## src/rtl/sseg_pkg.sv

```systemverilog
// Shared constants for the seven-segment loopback decoder: active-low
// segment patterns for 0..9, digit-select codes, the frame FSM states and
// the nibble that marks an undecodable digit.
package sseg_pkg;

    localparam logic [6:0] SEG_0 = 7'h40;
    localparam logic [6:0] SEG_1 = 7'h79;
    localparam logic [6:0] SEG_2 = 7'h24;
    localparam logic [6:0] SEG_3 = 7'h30;
    localparam logic [6:0] SEG_4 = 7'h19;
    localparam logic [6:0] SEG_5 = 7'h12;
    localparam logic [6:0] SEG_6 = 7'h02;
    localparam logic [6:0] SEG_7 = 7'h78;
    localparam logic [6:0] SEG_8 = 7'h00;
    localparam logic [6:0] SEG_9 = 7'h10;

    localparam logic [3:0] SEL_HUNDREDS = 4'b1011;
    localparam logic [3:0] SEL_TENS     = 4'b1101;
    localparam logic [3:0] SEL_ONES     = 4'b1110;

    localparam logic [3:0] NIBBLE_INVALID = 4'hF;

    typedef enum logic [1:0] {
        SCAN,
        MUL,
        ADD
    } state_t;

endpackage

```

## src/rtl/sseg_to_bcd.sv

```systemverilog
// Combinational decode of an active-low 7-segment pattern (g..a) to a BCD
// nibble; anything that is not one of the ten digit shapes is flagged.
module sseg_to_bcd
    import sseg_pkg::*;
(
    input  logic [6:0] pattern,
    output logic [3:0] nibble,
    output logic       invalid
);

    // Table lookup; the invalid nibble is the fallthrough for unknown shapes
    always_comb begin
        nibble  = NIBBLE_INVALID;
        invalid = 1'b0;
        case (pattern)
            SEG_0:   nibble = 4'd0;
            SEG_1:   nibble = 4'd1;
            SEG_2:   nibble = 4'd2;
            SEG_3:   nibble = 4'd3;
            SEG_4:   nibble = 4'd4;
            SEG_5:   nibble = 4'd5;
            SEG_6:   nibble = 4'd6;
            SEG_7:   nibble = 4'd7;
            SEG_8:   nibble = 4'd8;
            SEG_9:   nibble = 4'd9;
            default: invalid = 1'b1;
        endcase
    end

endmodule

```

## src/rtl/sseg_frame_decoder.sv

```systemverilog
// Receive-side decoder for the multiplexed 3-digit seven-segment bus.
// Synchronizes the bus, accepts each digit once it has been stable for
// SETTLE_CYCLES samples, assembles a hundreds/tens/ones frame and converts
// it to binary. Optional stale-frame timeout: SSEG_FRAME_DECODER_TIMEOUT_EN.
module sseg_frame_decoder
    import sseg_pkg::*;
#(
    parameter int SETTLE_CYCLES  = 4,
    parameter int TIMEOUT_CYCLES = 1000000
) (
    input  logic        clk,
    input  logic        reset,
    input  logic [7:0]  sseg_in,
    input  logic [3:0]  digits_in,
    output logic [11:0] bcd,
    output logic [9:0]  value,
    output logic        valid,
    output logic        frame_err,
    output logic        stale
);

    localparam logic [15:0] ACCEPT_AT = 16'(SETTLE_CYCLES - 2);

    logic [6:0]  sseg_meta_q, sseg_meta_d, sseg_q, sseg_d, prev_sseg_q, prev_sseg_d;
    logic [3:0]  digits_meta_q, digits_meta_d, digits_q, digits_d, prev_digits_q, prev_digits_d;
    logic [15:0] cnt_q, cnt_d;
    state_t      state_q, state_d;
    logic [2:0]  mask_q, mask_d;
    logic [3:0]  hund_q, hund_d, tens_q, tens_d, ones_q, ones_d;
    logic        err_q, err_d;
    logic [9:0]  partial_q, partial_d;
    logic [11:0] bcd_q, bcd_d;
    logic [9:0]  value_q, value_d;
    logic        valid_q, valid_d, frame_err_q, frame_err_d, stale_q, stale_d;
    logic        is_digit, same_pair, accept, timeout_hit;
    logic [3:0]  nib;
    logic        nib_invalid;
    logic [9:0]  hund_w, tens_w, tens_x10;
    logic        unused_dp;

    assign unused_dp = sseg_in[7];

    sseg_to_bcd u_decode (
        .pattern (sseg_q),
        .nibble  (nib),
        .invalid (nib_invalid)
    );

    // Two-flop synchronizer plus the previous-sample copy used for stability
    always_comb begin
        sseg_meta_d   = sseg_in[6:0];
        sseg_d        = sseg_meta_q;
        prev_sseg_d   = sseg_q;
        digits_meta_d = digits_in;
        digits_d      = digits_meta_q;
        prev_digits_d = digits_q;
    end

    // Stability counter: a digit is accepted once, when it has been seen SETTLE_CYCLES times in a row
    always_comb begin
        is_digit  = (digits_q == SEL_HUNDREDS) || (digits_q == SEL_TENS) || (digits_q == SEL_ONES);
        same_pair = (digits_q == prev_digits_q) && (sseg_q == prev_sseg_q);
        cnt_d     = 16'd0;
        if (is_digit && same_pair) begin
            cnt_d = (cnt_q == 16'hFFFF) ? cnt_q : cnt_q + 16'd1;
        end
        accept = is_digit && same_pair && (cnt_q == ACCEPT_AT);
    end

`ifdef SSEG_FRAME_DECODER_TIMEOUT_EN
    localparam int IDLE_W = $clog2(TIMEOUT_CYCLES + 1);
    localparam logic [IDLE_W-1:0] IDLE_LIMIT = IDLE_W'(TIMEOUT_CYCLES);
    localparam logic [IDLE_W-1:0] IDLE_LAST  = IDLE_W'(TIMEOUT_CYCLES - 1);

    logic [IDLE_W-1:0] idle_q, idle_d;

    // Idle counter: cycles since the last acceptance, saturating at the limit
    always_comb begin
        idle_d      = idle_q;
        timeout_hit = 1'b0;
        if (accept) begin
            idle_d = '0;
        end else if (idle_q != IDLE_LIMIT) begin
            idle_d      = idle_q + IDLE_W'(1);
            timeout_hit = (idle_q == IDLE_LAST);
        end
    end

    // Idle counter register
    always_ff @(posedge clk) begin
        if (!reset) idle_q <= '0;
        else        idle_q <= idle_d;
    end
`else
    logic unused_timeout;
    assign unused_timeout = ^TIMEOUT_CYCLES;
    assign timeout_hit    = 1'b0;
`endif

    // Frame FSM: collect three digits, multiply hundreds by shift-add, then sum and publish
    always_comb begin
        state_d     = state_q;
        mask_d      = mask_q;
        hund_d      = hund_q;
        tens_d      = tens_q;
        ones_d      = ones_q;
        err_d       = err_q;
        partial_d   = partial_q;
        bcd_d       = bcd_q;
        value_d     = value_q;
        valid_d     = 1'b0;
        frame_err_d = frame_err_q;
        stale_d     = stale_q;
        hund_w      = {6'd0, hund_q};
        tens_w      = {6'd0, tens_q};
        tens_x10    = (tens_w << 3) + (tens_w << 1);

        if (timeout_hit) begin
            mask_d  = 3'b000;
            err_d   = 1'b0;
            stale_d = 1'b1;
        end

        case (state_q)
            SCAN: begin
                if (accept) begin
                    case (digits_q)
                        SEL_HUNDREDS: begin hund_d = nib; mask_d[2] = 1'b1; end
                        SEL_TENS:     begin tens_d = nib; mask_d[1] = 1'b1; end
                        SEL_ONES:     begin ones_d = nib; mask_d[0] = 1'b1; end
                        default: ;
                    endcase
                    if (nib_invalid) err_d = 1'b1;
                    if (mask_d == 3'b111) state_d = MUL;
                end
            end
            MUL: begin
                partial_d = (hund_w << 6) + (hund_w << 5) + (hund_w << 2);
                state_d   = ADD;
            end
            ADD: begin
                bcd_d       = {hund_q, tens_q, ones_q};
                value_d     = err_q ? 10'd0 : partial_q + tens_x10 + {6'd0, ones_q};
                frame_err_d = err_q;
                valid_d     = 1'b1;
                stale_d     = 1'b0;
                mask_d      = 3'b000;
                err_d       = 1'b0;
                state_d     = SCAN;
            end
            default: state_d = SCAN;
        endcase
    end

    // State registers with synchronous active-low reset
    always_ff @(posedge clk) begin
        if (!reset) begin
            sseg_meta_q   <= 7'h7F;
            sseg_q        <= 7'h7F;
            prev_sseg_q   <= 7'h7F;
            digits_meta_q <= 4'hF;
            digits_q      <= 4'hF;
            prev_digits_q <= 4'hF;
            cnt_q         <= 16'd0;
            state_q       <= SCAN;
            mask_q        <= 3'b000;
            hund_q        <= 4'd0;
            tens_q        <= 4'd0;
            ones_q        <= 4'd0;
            err_q         <= 1'b0;
            partial_q     <= 10'd0;
            bcd_q         <= 12'd0;
            value_q       <= 10'd0;
            valid_q       <= 1'b0;
            frame_err_q   <= 1'b0;
            stale_q       <= 1'b0;
        end else begin
            sseg_meta_q   <= sseg_meta_d;
            sseg_q        <= sseg_d;
            prev_sseg_q   <= prev_sseg_d;
            digits_meta_q <= digits_meta_d;
            digits_q      <= digits_d;
            prev_digits_q <= prev_digits_d;
            cnt_q         <= cnt_d;
            state_q       <= state_d;
            mask_q        <= mask_d;
            hund_q        <= hund_d;
            tens_q        <= tens_d;
            ones_q        <= ones_d;
            err_q         <= err_d;
            partial_q     <= partial_d;
            bcd_q         <= bcd_d;
            value_q       <= value_d;
            valid_q       <= valid_d;
            frame_err_q   <= frame_err_d;
            stale_q       <= stale_d;
        end
    end

    assign bcd       = bcd_q;
    assign value     = value_q;
    assign valid     = valid_q;
    assign frame_err = frame_err_q;
    assign stale     = stale_q;

endmodule

```

## config.mk

```make
export PLATFORM = sky130hd
export DESIGN_NAME = sseg_frame_decoder
export DESIGN_NICKNAME = d
export VERILOG_FILES = /design/src/rtl/sseg_pkg.sv /design/src/rtl/sseg_to_bcd.sv /design/src/rtl/sseg_frame_decoder.sv
export SDC_FILE = /design/constraint.sdc
export NUM_CORES = 1
export LEC_CHECK = 0
export CELL_PAD_IN_SITES_DETAIL_PLACEMENT = 0
export CELL_PAD_IN_SITES_GLOBAL_PLACEMENT = 1
export CORE_MARGIN = 2
export CORE_UTILIZATION = 48
export DETAILED_ROUTE_END_ITERATION = 6
export PLACE_DENSITY = 0.87
export SETUP_SLACK_MARGIN = 0.05
export SLEW_MARGIN = 10
export SYNTH_ARGS = -nofsm -noshare
export SYNTH_HDL_FRONTEND = slang
export SYNTH_HIERARCHICAL = 1
export SYNTH_SLANG_ARGS = --single-unit
```

## constraint.sdc

```tcl
create_clock -name clk -period 8.7 [get_ports clk]
set_input_delay 0.87 -clock clk [delete_from_list [all_inputs] [get_ports clk]]
set_output_delay 0.87 -clock clk [all_outputs]
set_load 0.1 [all_outputs]
```

-- After elaboration in Yosys (flattened, before gate mapping)
Cells that the tools add are included.
- mux-type cells: 20
- equality and inequality tests: 22
- reductions and logical operators: 16
- $add $sub $neg: 6
- operators by type and width (kind ; count):
    4-bit one-hot mux with 10 select lines ; 1
    7-bit by 5-bit == test with 1-bit output (second input constant) ; 3
    7-bit == test (second input constant) ; 3
    16-bit by 1-bit adder with 16-bit output (second input constant) ; 1
    16-bit == test (second input constant) ; 1
    16-bit by 2-bit == test with 1-bit output (second input constant) ; 1
    7-bit by 6-bit == test with 1-bit output (second input constant) ; 2
    4-bit == test (second input constant) ; 3
    1-bit two-way mux ; 12
    3-bit AND reduction ; 4
    10-bit by 4-bit adder with 10-bit output ; 1
    10-bit by 6-bit adder with 10-bit output ; 1
    10-bit by 8-bit adder with 10-bit output ; 1
    10-bit by 9-bit adder with 10-bit output ; 1
    10-bit two-way mux ; 1
    10-bit OR reduction ; 1
    7-bit by 5-bit adder with 8-bit output ; 1
    7-bit by 2-bit == test with 1-bit output (second input constant) ; 1
    7-bit == test ; 1
    7-bit zero test ; 1
    2-bit inequality test (second input constant) ; 3
    3-bit one-hot mux with 2 select lines ; 1
    2-bit AND reduction ; 3
    4-bit == test ; 1
    11 further kinds ; 15
- bits in registers: 101
- logic and storage cells: 82

-- Longest topological paths before layout
Gate-level depths: netlist of run 1.
- depth in word-level cells: 11
- gate-level depth with buffers: 12

-- Modules after synthesis
Netlist of run 1, hierarchy kept.
- by module, submodules not included (module ; cells each ; area each (um^2) ; instances ; sequential area each (um^2)):
    sseg_frame_decoder ; 430 ; 4265.3 ; 1 ; 1981.9
    sseg_to_bcd ; 29 ; 196.4 ; 1 ; 0.0

-- Worst setup path after synthesis of run 1
OpenSTA, ideal clock, no wires.
- path kind: register -> register
- start point: register tens_q[0]
- end point: register value_q[9], in the netlist value[9]
- stages on the path, launching flop included: 13
- arrival time: 2.845 ns
- data required time: 8.581 ns
- setup time: 0.119 ns
- slack: 5.736 ns
- period minus slack after synthesis: 2.964 ns
- cell sequence: dfxtp_1 -> inv_1 -> fa_1 -> fa_1 -> inv_1 -> ha_1 -> inv_1 -> fa_1 -> nor2b_1 -> o21ai_1 -> a21oi_1 -> or4_1 -> a32o_1
- word-level cells in the longest chain between the ends: 4
- ends and longest elaborated chain (item ; RTL line ; RTL):
    from (decl) ; sseg_frame_decoder.sv:29 ; logic [3:0] hund_q, hund_d, tens_q, tens_d, ones_q, ones_d;
    from (signal assigned) ; sseg_frame_decoder.sv:188 ; tens_q <= tens_d;
    7-bit by 5-bit adder with 8-bit output ; sseg_frame_decoder.sv:116 ; tens_x10 = (tens_w << 3) + (tens_w << 1);
    10-bit by 8-bit adder with 10-bit output ; sseg_frame_decoder.sv:143 ; value_d = err_q ? 10'd0 : partial_q + tens_x10 + {6'd0, ones_q};
    10-bit by 4-bit adder with 10-bit output ; sseg_frame_decoder.sv:143 ;
    10-bit two-way mux ; sseg_frame_decoder.sv:143 ;
    to (signal assigned) ; sseg_frame_decoder.sv:193 ; value_q <= value_d;
    to (decl) ; sseg_frame_decoder.sv:33 ; logic [9:0] value_q, value_d;
Every way passes these cells.
A chain may end at the register's enable or synchronous reset.

-- Worst setup path after layout of run 1
Ends and elaborated chain as after synthesis.

==> results of run 1 <==
==> placed cells by master, fill, tap and decap left out, types with 6 or more instances in the layout <==
| master | Yosys | layout |
|---|---|---|
| nand2_1 | 45 | 45 |
| nor3_1 | 12 | 12 |
| clkbuf_8 | 0 | 9 |
| nand4_1 | 6 | 6 |
| inv_1 | 21 | 21 |
| nand2b_1 | 37 | 37 |
| ha_1 | 20 | 20 |
| fa_1 | 6 | 6 |
| and4_1 | 8 | 8 |
| mux2i_1 | 14 | 14 |
| dfxtp_1 | 99 | 99 |
| clkdlybuf4s50_1 | 0 | 35 |
| nor2_1 | 23 | 23 |
| xor2_1 | 21 | 21 |
| o21ai_0 | 7 | 7 |
| a22o_1 | 18 | 18 |
| nand3_1 | 9 | 9 |
| a21oi_1 | 14 | 14 |
==> cells by family (layout without fill, tap and decap cells) <==
logic type      after synthesis  in the layout  share of synthesized area
fa+ha+maj                    26             26                     0.0830
buf+inv                      41             74                     0.0387
other cells                   1              1                   0.000840
simple gates                181            181                      0.234
flops                        99             99                      0.444
xor+xnor                     26             26                     0.0510
compound gates               71             71                      0.116
mux                          14             14                     0.0314
==> registers in the layout, summed over array words and instances, names as in the netlist <==
name / cells
bcd: 12
cnt_q: 16
digits_d: 4
digits_q: 4
err_q: 1
frame_err: 1
hund_q: 4
mask_q: 3
ones_q: 4
partial_q: 8
prev_digits_q: 4
prev_sseg_d: 7
prev_sseg_q: 7
sseg_d: 7
state_q: 2
tens_q: 4
valid: 1
value: 10
==> area by class of cell <==
type	instances	area, um^2
Multi-Input combinational cell	319	2320
Clock inverter	7	88.8
Tap cell	111	139
Clock buffer	9	124
Sequential cell	99	1980
Fill cell	826	4020
Timing Repair Buffer	37	363
Inverter	21	78.8
==> routing by layer <==
layer  GRT usage  vias up
met5           0        -
met4      0.0537        0
met3      0.0439        6
met2       0.272       59
met1       0.206     1506
li1            -     1651
==> final timing paths <==
check / start / cells after the start / slack [ps] / end
setup / recovery: tens_q[0] / 12 / 5570 / value[9]
hold / removal: sseg_d[0] / 1 / 410 / prev_sseg_d[0]
hold reg to reg: sseg_d[0] / 1 / 410 / prev_sseg_d[0]
setup reg to reg: tens_q[0] / 12 / 5570 / value[9]
==> power by group <==
part	switching (mW)	internal, mW	total (mW)
clock network	0.172	0.141	0.313
logic	0.0171	0.0145	0.0316
registers	0.00526	0.459	0.464
==> per-stage QoR <==
step                area [um^2]  total power [mW]  instances  hold slack, ps
floorplan                  4460             0.497        459             386
finish                     5090             0.809        603             411
global route               5090             0.844        603             432
CTS                        5090             0.818        603             408
global placement           4870             0.505        587             388
detailed placement         4870             0.506        587             391
==> critical path, cell delays in order (launching register included) <==
cell and delay, ps:
dfxtp_1 410, inv_1 80, fa_1 500, fa_1 510, inv_1 40, ha_1 200
inv_1 70, fa_1 190, nor2b_1 50, o21ai_1 150, a21oi_1 110, or4_1 470
a32o_1 250
==> qor.yml, run 1 <==
clock_network:
  cts_setup_buffers: 0
  post_cts_resized: 0
  clkLatencyLatePin_ps: 370
  clk_path_buf_depth: 2
  cts_root_buffer: "clkbuf_8"
  cts_tree: "built"
  cts_hold_buffers: 0
  cts.htree.levels: 3
  cts_buffers: 9
  cts_sinks: 99
  clkTransAtPathRegs_ps: 110
yosys:
  netlist_area_um2: 4460
  synth_top_cell_area_share: 0.444
  synth_seq_cells: 99
  synth_flop_cell: "dfxtp_1"
  yosysMostFrequentCell: "dfxtp_1"
  ys_warn_count: 6
  synthTopCellsByArea: "dfxtp_1, ha_1, nand2b_1"
  synth_nets: 499
  synth_common_cells: "dfxtp_1, nand2_1, nand2b_1"
  seq_area_frac_synth: 0.444
  synthArstFlopShare: 0
  syn_inst: 459
  yosys.area.top_type: "dfxtp_1"
  synth_cell_types: 58
  synth.avg_cell_area_um2: 9.72
  synth_edf_count: 0
sta:
  clock_skew_ps: 10.6
  tns_ps: 0
  hold_viol_final: 0
  post-route-period-util: 0.360
  relSlewSlack: 0.341
  fmaxAchievable_mhz: 319
  setup_viol: 0
  finalCriticalPeriod_ps: 3130
  worst_pin_slew_ps: 985
  rsz0062_at_grt: "false"
  slew_viol_final: 0
  fin_ws_ps: 5570
detailed_routing:
  ant_nets: 0
  drt_iter0_drc: 77
  drc: 0
  wl_met1_mm: 3.66
  route.met2.wl_mm: 3.73
  num_vias: 3222
  top_layer: "met4"
  viasPerCell: 5.34
  met3_length_um: 325
  wl_mm: 7.79
  wl_per_cell_um: 12.9
  drtPass1Iterations: 4
die:
  num_io_pins: 39
  initial_core_util: 0.490
  die_w_um: 100
  core-area_um2: 9110
  dieHeight_um: 100
  rows: 35
  fp.dieArea_um2: 10100
global_routing:
  grt_overflow: 0
  grt_pass1_vias: 2924
  track_usage: 0.164
  grt_max_degree: 64
  antenna_found_initial: 0
  grt_pass1_wl_mm: 13.3
power:
  powerDensity_nw_per_um2: 159
  leakage_nw: 2.02
  ir_drop_mv: 0.0869
finish:
  post-route-util: 0.559
  nets: 527
  area_growth_pct: 14.2
  drive_above_1_share: 0.0589
  num_antenna_cells: 0
place:
  place_congestion: 0.832
  pre_cts_ws_ps: 5550
  place_hpwl_mm: 5.60
  port_buffers: 36
worst_setup_path:
  arrival_ps: 3400
  cp_max_fo: 4
  startpoint_type: "flip-flop"
  endpoint_kind: "flip-flop"
  cp_data_required_time_ps: 8970
  worstSetupPathType: "reg2reg"
hold_path:
  hold_class: "reg2reg"
flow_run:
  maxCapViolCount: 0
run_status:
  status: "completed"
(Power assumes the default switching activity.)
==> run 2: changes to the inputs <==
--- a/config.mk
+++ b/config.mk
@@ -8,9 +8,9 @@
 export CELL_PAD_IN_SITES_DETAIL_PLACEMENT = 0
 export CELL_PAD_IN_SITES_GLOBAL_PLACEMENT = 1
 export CORE_MARGIN = 2
-export CORE_UTILIZATION = 48
+export CORE_UTILIZATION = 40
 export DETAILED_ROUTE_END_ITERATION = 6
-export PLACE_DENSITY = 0.87
+export PLACE_DENSITY = 0.78
 export SETUP_SLACK_MARGIN = 0.05
 export SLEW_MARGIN = 10
 export SYNTH_ARGS = -nofsm -noshare
==> constraint.sdc (replaced) <==
create_clock -name clk -period 2.5 [get_ports clk]
set_input_delay 0.25 -clock clk [delete_from_list [all_inputs] [get_ports clk]]
set_output_delay 0.25 -clock clk [all_outputs]
set_load 0.1 [all_outputs]
==> run 2 against run 1 <==
Net effect: the flow now finishes with violations (setup timing); sequential share of layout area is 0.46 points lower; first-iteration DRC count is 140% higher; clock power grew to 3.5 times the previous value; critical path depth stayed put; wire length is 8.8% higher; sequential power grew to 3.5 times the previous value; flip-flop and latch count stayed put; combinational power grew to 3.5 times the previous value; non-clock buffer count is 11 higher; critical endpoint unchanged.
==> qor.yml, run 2 (synthesis results as in run 1) <==
run_status:
  status: "complete, but fails checks"
  violations: "setup timing"
detailed_routing:
  num_vias: 3259
  ant_nets: 0
  drc: 0
  drtPass1Iterations: 4
  wl_per_cell_um: 13.2
  wl_mm: 8.48
  viasPerCell: 5.07
  drt_iter0_drc: 182
die:
  rows: 38
  fp.dieArea_um2: 12000
  core-area_um2: 10800
  dieHeight_um: 110
  initial_core_util: 0.412
  die_w_um: 110
  num_io_pins: 39
place:
  place_hpwl_mm: 6.17
  post_dp_cell_area_um2: 4930
  placedCellCount: 626
  place_congestion: 0.782
  pre_cts_ws_ps: -412
  port_buffers: 36
worst_setup_path:
  rr_endpoint: "value[9]"
  cp_data_required_time_ps: 2770
  worstSetupPathType: "reg2reg"
  endpoint_kind: "flip-flop"
  reg2regPathDepth: 12
  r2r_slack_ps: -390
  arrival_ps: 3160
  startpoint_type: "flip-flop"
  cp_max_fo: 2
  rr_startpoint: "ones_q[3]"
global_routing:
  grt_overflow: 0
  antenna_found_initial: 0
  grt_max_degree: 45
  grt_pass1_vias: 3126
  grt_pass1_wl_mm: 14.6
  track_usage: 0.157
sta:
  hold_ws_ps: 294
  rsz0062_at_grt: "true"
  hold_viol_final: 0
  slew_viol_final: 0
  fmaxAchievable_mhz: 346
  fin_ws_ps: -387
  relSlewSlack: 0.598
  clock_skew_ps: 9.64
  setup_viol: 4
  post-route-period-util: 1.15
  finalCriticalPeriod_ps: 2890
  worst_pin_slew_ps: 601
finish:
  fin_area_um2: 5170
  multi_input_area_um2: 2330
  stdcell_count: 643
  register_area_um2: 1990
  nets: 538
  area_growth_pct: 15.8
  mostFrequentLayoutCell: "dfxtp_1"
  largest_register: "cnt_q"
  num_antenna_cells: 0
  layout_common_cells: "dfxtp_1, nand2_1, nand2b_1"
  largest_reg_flops: 16
  drive_above_1_share: 0.145
  nFillCells: 999
  post-route-util: 0.477
hold_path:
  hold_class: "in2reg"
  hold_path_end: "partial_q[6]"
  worstHoldStart: "reset"
  min_path_cells: 2
clock_network:
  cts_sinks: 99
  clkLatencyLatePin_ps: 380
  clkTransAtPathRegs_ps: 90
  cts_buffers: 9
  clk_path_buf_depth: 2
  cts.htree.levels: 3
  cts_root_buffer: "clkbuf_8"
  cts_tree: "built"
power:
  intPower_mw: 2.15
  p_seq_frac: 0.575
  power_frac_comb: 0.039
  clockPowerShare: 0.385
  powerDensity_nw_per_um2: 543
  leakage_nw: 2.12
  ir_drop_mv: 0.392
  swShare: 0.232
  switchingPower_uw: 652
flow_run:
  maxCapViolCount: 0
==> run 2: cell count changes in the layout (fill, tap and decap cells not counted), moves of 3 or more <==
cell / previous run / this run
clkdlybuf4s50_1: 35 / 11
dfxtp_1: 99 / 95
buf_4: 1 / 36
dfxtp_2: 0 / 4
o21ai_0: 7 / 4
o21ai_1: 1 / 4
==> run 2: layout make-up <==
cell class,count,area share
Clock buffer,11,0.0274
Sequential cell,99,0.385
Timing Repair Buffer,48,0.0746
Multi-Input combinational cell,319,0.451
Tap cell,140,0.0339
Clock inverter,5,0.0131
Inverter,21,0.0153
==> run 2: how the worst max path moves through the flow <==
stage	startpoint	end	slack [ps]	depth (start not counted)
final	ones_q[3]	value[9]	-390	12
after floorplan	ones_q[3]	value[9]	-310	12
after detailed placement	ones_q[3]	value[9]	-410	12
after CTS	ones_q[3]	value[9]	-390	12
after global routing	ones_q[3]	value[9]	-510	12
after global placement	ones_q[3]	value[9]	-370	12
==> run 2: metal layers <==
| layer | global-route usage | vias to the layer above | wire [um] |
|---|---|---|---|
| met2 | 0.251 | 52 | 3840 |
| met4 | 0.0732 | 0 | 163 |
| met3 | 0.0302 | 14 | 262 |
| li1 | - | 1679 | - |
| met1 | 0.203 | 1514 | 4210 |
| met5 | 0 | - | 0 |
==> run 2: stage by stage <==
stage / total power [mW] / setup TNS, ps
3_3_place_gp: 1.76 / -458
2_1_floorplan: 1.73 / -306
4_1_cts: 2.86 / -563
3_5_place_dp: 1.76 / -576
6_report: 2.81 / -513
5_1_grt: 2.93 / -1050
==> run 2: what timing repair did <==
item,4_1_cts,5_1_grt
endpoints found under the setup margin,5,6
gates resized for setup,3,2
pin swaps,9,4
hold buffers,0,0
setup buffers,1,0
==> run 2: power groups by stage <==
stage	registers, mW	logic, mW	clock network (mW)
6_report	1.62	0.110	1.08
5_1_grt	1.62	0.123	1.19
4_1_cts	1.62	0.112	1.13
3_5_place_dp	1.65	0.112	0
3_3_place_gp	1.65	0.109	0
2_1_floorplan	1.65	0.0843	0
==> run 2: critical path, cell delays in order (launching register included) <==
cell,delay [ps]
dfxtp_2,340
inv_2,40
fa_1,500
fa_1,490
inv_1,40
ha_2,170
inv_2,60
fa_2,190
nor2b_1,50
o21ai_1,140
a21oi_1,100
or4_1,400
a32o_1,260
==> run 3: changes to the inputs <==
--- a/config.mk
+++ b/config.mk
@@ -5,6 +5,7 @@
 export SDC_FILE = /design/constraint.sdc
 export NUM_CORES = 1
 export LEC_CHECK = 0
+export ABC_CLOCK_PERIOD_IN_PS = 2500
 export CELL_PAD_IN_SITES_DETAIL_PLACEMENT = 0
 export CELL_PAD_IN_SITES_GLOBAL_PLACEMENT = 1
 export CORE_MARGIN = 2
==> results of run 3 <==
Same layout as run 2: the final DEF is identical, and so are final timing and power.
